### src/rtl/stream_input_adapter.sv
// Host-to-Dilithium ingress adapter: valid/ready/last stream into a FWFT FIFO with per-operation length checks.
// Define STREAM_IN_WORDCOUNT_EN to expose the accepted-word counter on word_count.
module stream_input_adapter #(
    parameter int unsigned W     = 64,
    parameter int unsigned DEPTH = 16,
    parameter int unsigned CNT_W = 16
) (
    input  logic             clk,
    input  logic             rst,
    input  logic             start,
    input  logic [1:0]       mode,
    input  logic [2:0]       sec_lvl,
    input  logic             valid_i,
    output logic             ready_i,
    input  logic [W-1:0]     data_i,
    input  logic             last_i,
    output logic             dilithium_valid_i,
    input  logic             dilithium_ready_i,
    output logic [W-1:0]     dilithium_data_i,
    output logic             dilithium_last_i,
    output logic             done,
`ifdef STREAM_IN_WORDCOUNT_EN
    output logic [CNT_W-1:0] word_count,
`endif
    output logic             error
);

    localparam int unsigned AW = (DEPTH > 1) ? $clog2(DEPTH) : 1;
    localparam int unsigned OW = AW + 1;

    typedef enum logic [2:0] {
        S_IDLE,
        S_RECV,
        S_DRAIN,
        S_DONE,
        S_ERR
    } state_t;

    state_t           r_state;
    state_t           w_state_nxt;
    logic [1:0]       r_mode;
    logic [CNT_W-1:0] r_min_words;
    logic [CNT_W-1:0] r_cnt;
    logic [AW-1:0]    r_wr_ptr;
    logic [AW-1:0]    r_rd_ptr;
    logic [OW-1:0]    r_count;
    logic [W:0]       r_mem [DEPTH];

    logic             w_full;
    logic             w_empty;
    logic             w_accept;
    logic             w_read;
    logic             w_flush;
    logic [CNT_W-1:0] w_cnt_inc;
    logic [CNT_W-1:0] w_min_words;

    assign w_full    = (r_count == OW'(DEPTH));
    assign w_empty   = (r_count == '0);
    assign w_accept  = (r_state == S_RECV) && !start && valid_i && !w_full;
    assign w_read    = dilithium_ready_i && !w_empty;
    assign w_cnt_inc = (r_cnt == '1) ? r_cnt : r_cnt + CNT_W'(1);

    // Minimum stream length for the operation being started (unknown levels behave as level 5)
    always_comb begin
        w_min_words = CNT_W'(4);
        case (mode)
            2'd1: begin
                case (sec_lvl)
                    3'd2:    w_min_words = CNT_W'(316);
                    3'd3:    w_min_words = CNT_W'(500);
                    default: w_min_words = CNT_W'(608);
                endcase
            end
            2'd2: begin
                case (sec_lvl)
                    3'd2:    w_min_words = CNT_W'(467);
                    3'd3:    w_min_words = CNT_W'(656);
                    default: w_min_words = CNT_W'(899);
                endcase
            end
            default: w_min_words = CNT_W'(4);
        endcase
    end

    // Next-state logic; start overrides every state and flushes the FIFO
    always_comb begin
        w_state_nxt = r_state;
        w_flush     = 1'b0;
        if (start) begin
            w_flush     = 1'b1;
            w_state_nxt = (mode == 2'd3) ? S_ERR : S_RECV;
        end else begin
            case (r_state)
                S_RECV: begin
                    if (w_accept) begin
                        if (last_i && (w_cnt_inc < r_min_words)) begin
                            w_state_nxt = S_ERR;
                            w_flush     = 1'b1;
                        end else if ((r_mode == 2'd0) && (w_cnt_inc == CNT_W'(4)) && !last_i) begin
                            w_state_nxt = S_ERR;
                            w_flush     = 1'b1;
                        end else if (last_i) begin
                            w_state_nxt = S_DRAIN;
                        end
                    end
                end
                S_DRAIN: begin
                    if (w_empty) begin
                        w_state_nxt = S_DONE;
                    end
                end
                default: w_state_nxt = r_state;
            endcase
        end
    end

    always_ff @(posedge clk or posedge rst) begin
        if (rst) begin
            r_state     <= S_IDLE;
            r_mode      <= 2'd0;
            r_min_words <= '0;
            r_cnt       <= '0;
        end else begin
            r_state <= w_state_nxt;
            if (start) begin
                r_mode      <= mode;
                r_min_words <= w_min_words;
                r_cnt       <= '0;
            end else if (w_accept) begin
                r_cnt <= w_cnt_inc;
            end
        end
    end

    // FIFO pointers; pointer width matches the power-of-two depth so wrap is natural
    always_ff @(posedge clk or posedge rst) begin
        if (rst) begin
            r_wr_ptr <= '0;
            r_rd_ptr <= '0;
            r_count  <= '0;
        end else if (w_flush) begin
            r_wr_ptr <= '0;
            r_rd_ptr <= '0;
            r_count  <= '0;
        end else begin
            if (w_accept) begin
                r_wr_ptr <= r_wr_ptr + AW'(1);
            end
            if (w_read) begin
                r_rd_ptr <= r_rd_ptr + AW'(1);
            end
            case ({w_accept, w_read})
                2'b10:   r_count <= r_count + OW'(1);
                2'b01:   r_count <= r_count - OW'(1);
                default: r_count <= r_count;
            endcase
        end
    end

    always_ff @(posedge clk) begin
        if (w_accept) begin
            r_mem[r_wr_ptr] <= {last_i, data_i};
        end
    end

    assign ready_i           = (r_state == S_RECV) && !w_full && !start;
    assign dilithium_valid_i = !w_empty;
    assign dilithium_data_i  = r_mem[r_rd_ptr][W-1:0];
    assign dilithium_last_i  = !w_empty && r_mem[r_rd_ptr][W];
    assign done              = (r_state == S_DONE);
    assign error             = (r_state == S_ERR);
`ifdef STREAM_IN_WORDCOUNT_EN
    assign word_count        = r_cnt;
`endif

endmodule
### config.mk
export PLATFORM = sky130hd
export DESIGN_NAME = stream_input_adapter
export DESIGN_NICKNAME = d
export VERILOG_FILES = /design/src/rtl/stream_input_adapter.sv
export SDC_FILE = /design/constraint.sdc
export NUM_CORES = 1
export LEC_CHECK = 0
export CAP_MARGIN = 20
export CELL_PAD_IN_SITES_DETAIL_PLACEMENT = 0
export CELL_PAD_IN_SITES_GLOBAL_PLACEMENT = 1
export CORE_ASPECT_RATIO = 0.5
export CORE_UTILIZATION = 49
export CTS_CLUSTER_DIAMETER = 40
export DETAILED_ROUTE_END_ITERATION = 7
export PLACE_DENSITY_LB_ADDON = 0.25
export SLEW_MARGIN = 25
export SYNTH_ARGS = -nofsm -noshare
export SYNTH_HDL_FRONTEND = slang
export SYNTH_SLANG_ARGS = --single-unit
export TNS_END_PERCENT = 10
### constraint.sdc
create_clock -name clk -period 3.75 [get_ports clk]
set_clock_uncertainty 0.15 [all_clocks]
set_input_delay 0.375 -clock clk [delete_from_list [all_inputs] [get_ports clk]]
set_output_delay 0.375 -clock clk [all_outputs]
set_load 0.1 [all_outputs]
==> qor.yml <==
run_status:
  status: "finished, final reports clean"
setup_path:
  cpPeakStageDelay_ns: 0.54
  startpoint_type: "register"
  cp_top_family: "multiplexers"
  worst-path-max-fanout: 34
  r2r-start: "r_cnt[0]"
  setup.worst_path.start: "r_rd_ptr[0]"
  cpMaxStageDelayCell: "mux4_2"
  critPathKind: "register to output port"
  arrival_ns: 3.11
  cp.required_ns: 3.22
  setup.worst_path.end_class: "output port"
  cp_cell_sequence: "buf_12 > buf_4 > mux4_2 > mux4_2 > buf_4"
  cp.buffers_inverters: 3
routing:
  post_drt_wl_per_cell_um: 28.0
  route.antenna.remaining_nets: 0
  first_pass_iters: 5
  num_vias: 19600
  vias_per_cell: 6.04
  drt-initial-drc-count: 1820
  drc: 0
  drt_wl_total_mm: 91.2
pwr:
  p_per_area_mw_per_mm2: 598
  power_frac_comb_pct: 19.8
  p_seq_share_pct: 45.3
  p_clk_share_pct: 34.9
  swShare_pct: 27.3
  max-vdd-ir-drop_uv: 346
  leakage_nw: 15.5
  design_power_total_mw: 29.7
  p_sw_mw: 8.11
  p_int_mw: 21.6
timing:
  hold_violations: 0
  tightest_slew_ns: 0.810
  finalCritPeriodShare_pct: 96.8
  rsz0062_at_grt: "yes"
  setup_viol: 0
  min_period_ns: 3.63
  relSlewSlack_pct: 46.0
  fmax_ghz: 0.275
  slew_viol_final: 0
finish:
  fin_util_pct: 58.9
  drive_gt1_share_pct: 32.3
  instances_no_fill: 3253
  antenna_cells: 0
  syn_to_final_growth_pct: 18.3
  final_common_cell: "edfxtp_1"
  final_cell_mix: "edfxtp_1 (1040), mux4_2 (325), clkbuf_16 (100)"
  nNetsFinal: 2152
  fillers: 5930
synthesis:
  synth_edf_count: 1040
  yosys_warnings: 0
  syn-cell-area_mm2: 0.0420
  synth_nets: 1899
  synth_top_cell_area_share_pct: 74.4
  syn_area_per_cell_um2: 23.3
  synthFlopType: "edfxtp_1"
  synth_top_area_cell: "edfxtp_1"
  synthTopCellsByArea: "edfxtp_1 (74%), mux4_2 (17%), dfrtp_1 (2.6%), ha_1 (0.66%), clkbuf_1 (0.47%)"
  synth_seq_cells: 1083
  netlist_instances: 1801
  ys_seq_area_share_pct: 77.0
  ys_types: 60
  async_flop_share_pct: 3.97
clock_tree:
  cts_sinks: 1083
  clockBufferDepth: 3
  clk_latency_ns: 0.67
  cts_tree: "built"
  clock-root-buffer: "clkbuf_16"
  numCtsBuffers: 100
  clk_pin_slew_worst_paths_ns: 0.07
  cts_htree_levels: 3
place:
  dp.cells: 3067
  gp_congestion: 0.778
  portBuffers: 143
  hpwl_mm: 53.7
global_route:
  antenna_found_initial: 2
  grt_pass1_wl_mm: 136
  overflow: 0
  grt_max_degree: 45
  grt_usage_pct: 21.5
  grt_pass1_vias: 20400
floorplanning:
  core-area_mm2: 0.0843
  num_rows: 75
  initial_utilization_pct: 49.8
  die_h_um: 209
  pin_count: 144
  die_x_um: 416
  dieArea_mm2: 0.0869
run:
  drv_cap: 0
worst_hold_path:
  hold_path.class: "input port to async pin"
-- stage by stage --
| step | area, um^2 | setup TNS (ns) | hold slack [ns] | worst slack, ns |
|---|---|---|---|---|
| after floorplan | 42000 | 0 | 0.296 | 0.0854 |
| after global placement | 46200 | 0 | 0.333 | 0.136 |
| after detailed placement | 46200 | 0 | 0.335 | 0.0980 |
| after CTS | 49600 | 0 | 0.0919 | 0.0119 |
| after global routing | 49600 | -0.0434 | 0.0855 | -0.0283 |
| final | 49600 | 0 | 0.00706 | 0.118 |
-- registers in the layout (all words and copies together) (netlist names) --
| signal | flops |
|---|---|
| r_count | 5 |
| r_mem | 1040 |
| r_min_words | 9 |
| r_rd_ptr | 4 |
| r_cnt | 16 |
| r_wr_ptr | 4 |
| r_state | 3 |
| r_mode | 2 |
-- synthesized netlist by cell type, types with 4 or more instances --
cell type	n
edfxtp_1	1040
mux4_2	325
clkbuf_1	52
dfrtp_1	43
nand2_1	40
buf_1	28
nor2_1	24
ha_1	22
inv_1	21
o21ai_0	21
a21oi_1	17
nand3_1	16
and2_1	15
nor3_1	11
nand4_1	9
and3_1	8
xnor2_1	8
buf_2	7
a31oi_1	6
xor2_1	6
a21o_1	5
o41ai_1	5
and4_1	4
mux2i_1	4
nor3b_1	4
nor4_1	4
o211ai_1	4
o31ai_1	4
-- metal layers --
layer	wire (um)	track usage, %
met1	40200	32.5
met2	44300	33.5
met3	5200	3.38
met4	1490	4.84
met5	27	0
-- power groups by stage --
| stage | Combinational, mW | Clock (mW) | Sequential [mW] |
|---|---|---|---|
| 2_1_floorplan | 4.16 | 0 | 13.6 |
| 3_3_place_gp | 5.95 | 0 | 13.7 |
| 3_5_place_dp | 5.96 | 0 | 13.7 |
| 4_1_cts | 5.97 | 10.6 | 13.4 |
| 5_1_grt | 6.17 | 11.0 | 13.4 |
| 6_report | 5.87 | 10.4 | 13.4 |
-- timing repair --
action	in CTS	in global routing
endpoints found under the setup margin	0	23
resized for setup	0	7
hold buffers	0	0
buffers inserted	0	1
-- kinds of logic after synthesis --
group,share of synthesized area [%]
flops,77.0
mux,17.6
simple gates,1.93
buf+inv,1.08
compound gates,1.36
fa+ha+maj,0.704
xor+xnor,0.292
-- path summary, 6_finish.rpt --
check | to | slack, ns | cells after the start
setup / recovery | dilithium_data_i[55] | 0.12 | 5
hold / removal | r_cnt[9] | 0.007 | 2
min in group clk | r_min_words[3] | 0.26 | 2
setup reg to reg | r_count[2] | 0.30 | 14
hold reg to reg | r_min_words[9] | 0.35 | 2
max in group asynchronous | r_rd_ptr[0] | 2.87 | 2
-- layout make-up --
| class | instances | area (um^2) | area share [%] |
|---|---|---|---|
| flip-flops and latches | 1083 | 32300 | 65.1 |
| multi-input cells | 606 | 9300 | 18.7 |
| repair buffers | 242 | 3180 | 6.40 |
| clock buffers | 106 | 2520 | 5.09 |
| well taps | 1116 | 1400 | 2.81 |
| clock inverters | 79 | 832 | 1.68 |
| inverters | 21 | 80.1 | 0.161 |
Power figures use the tool's default switching activity.
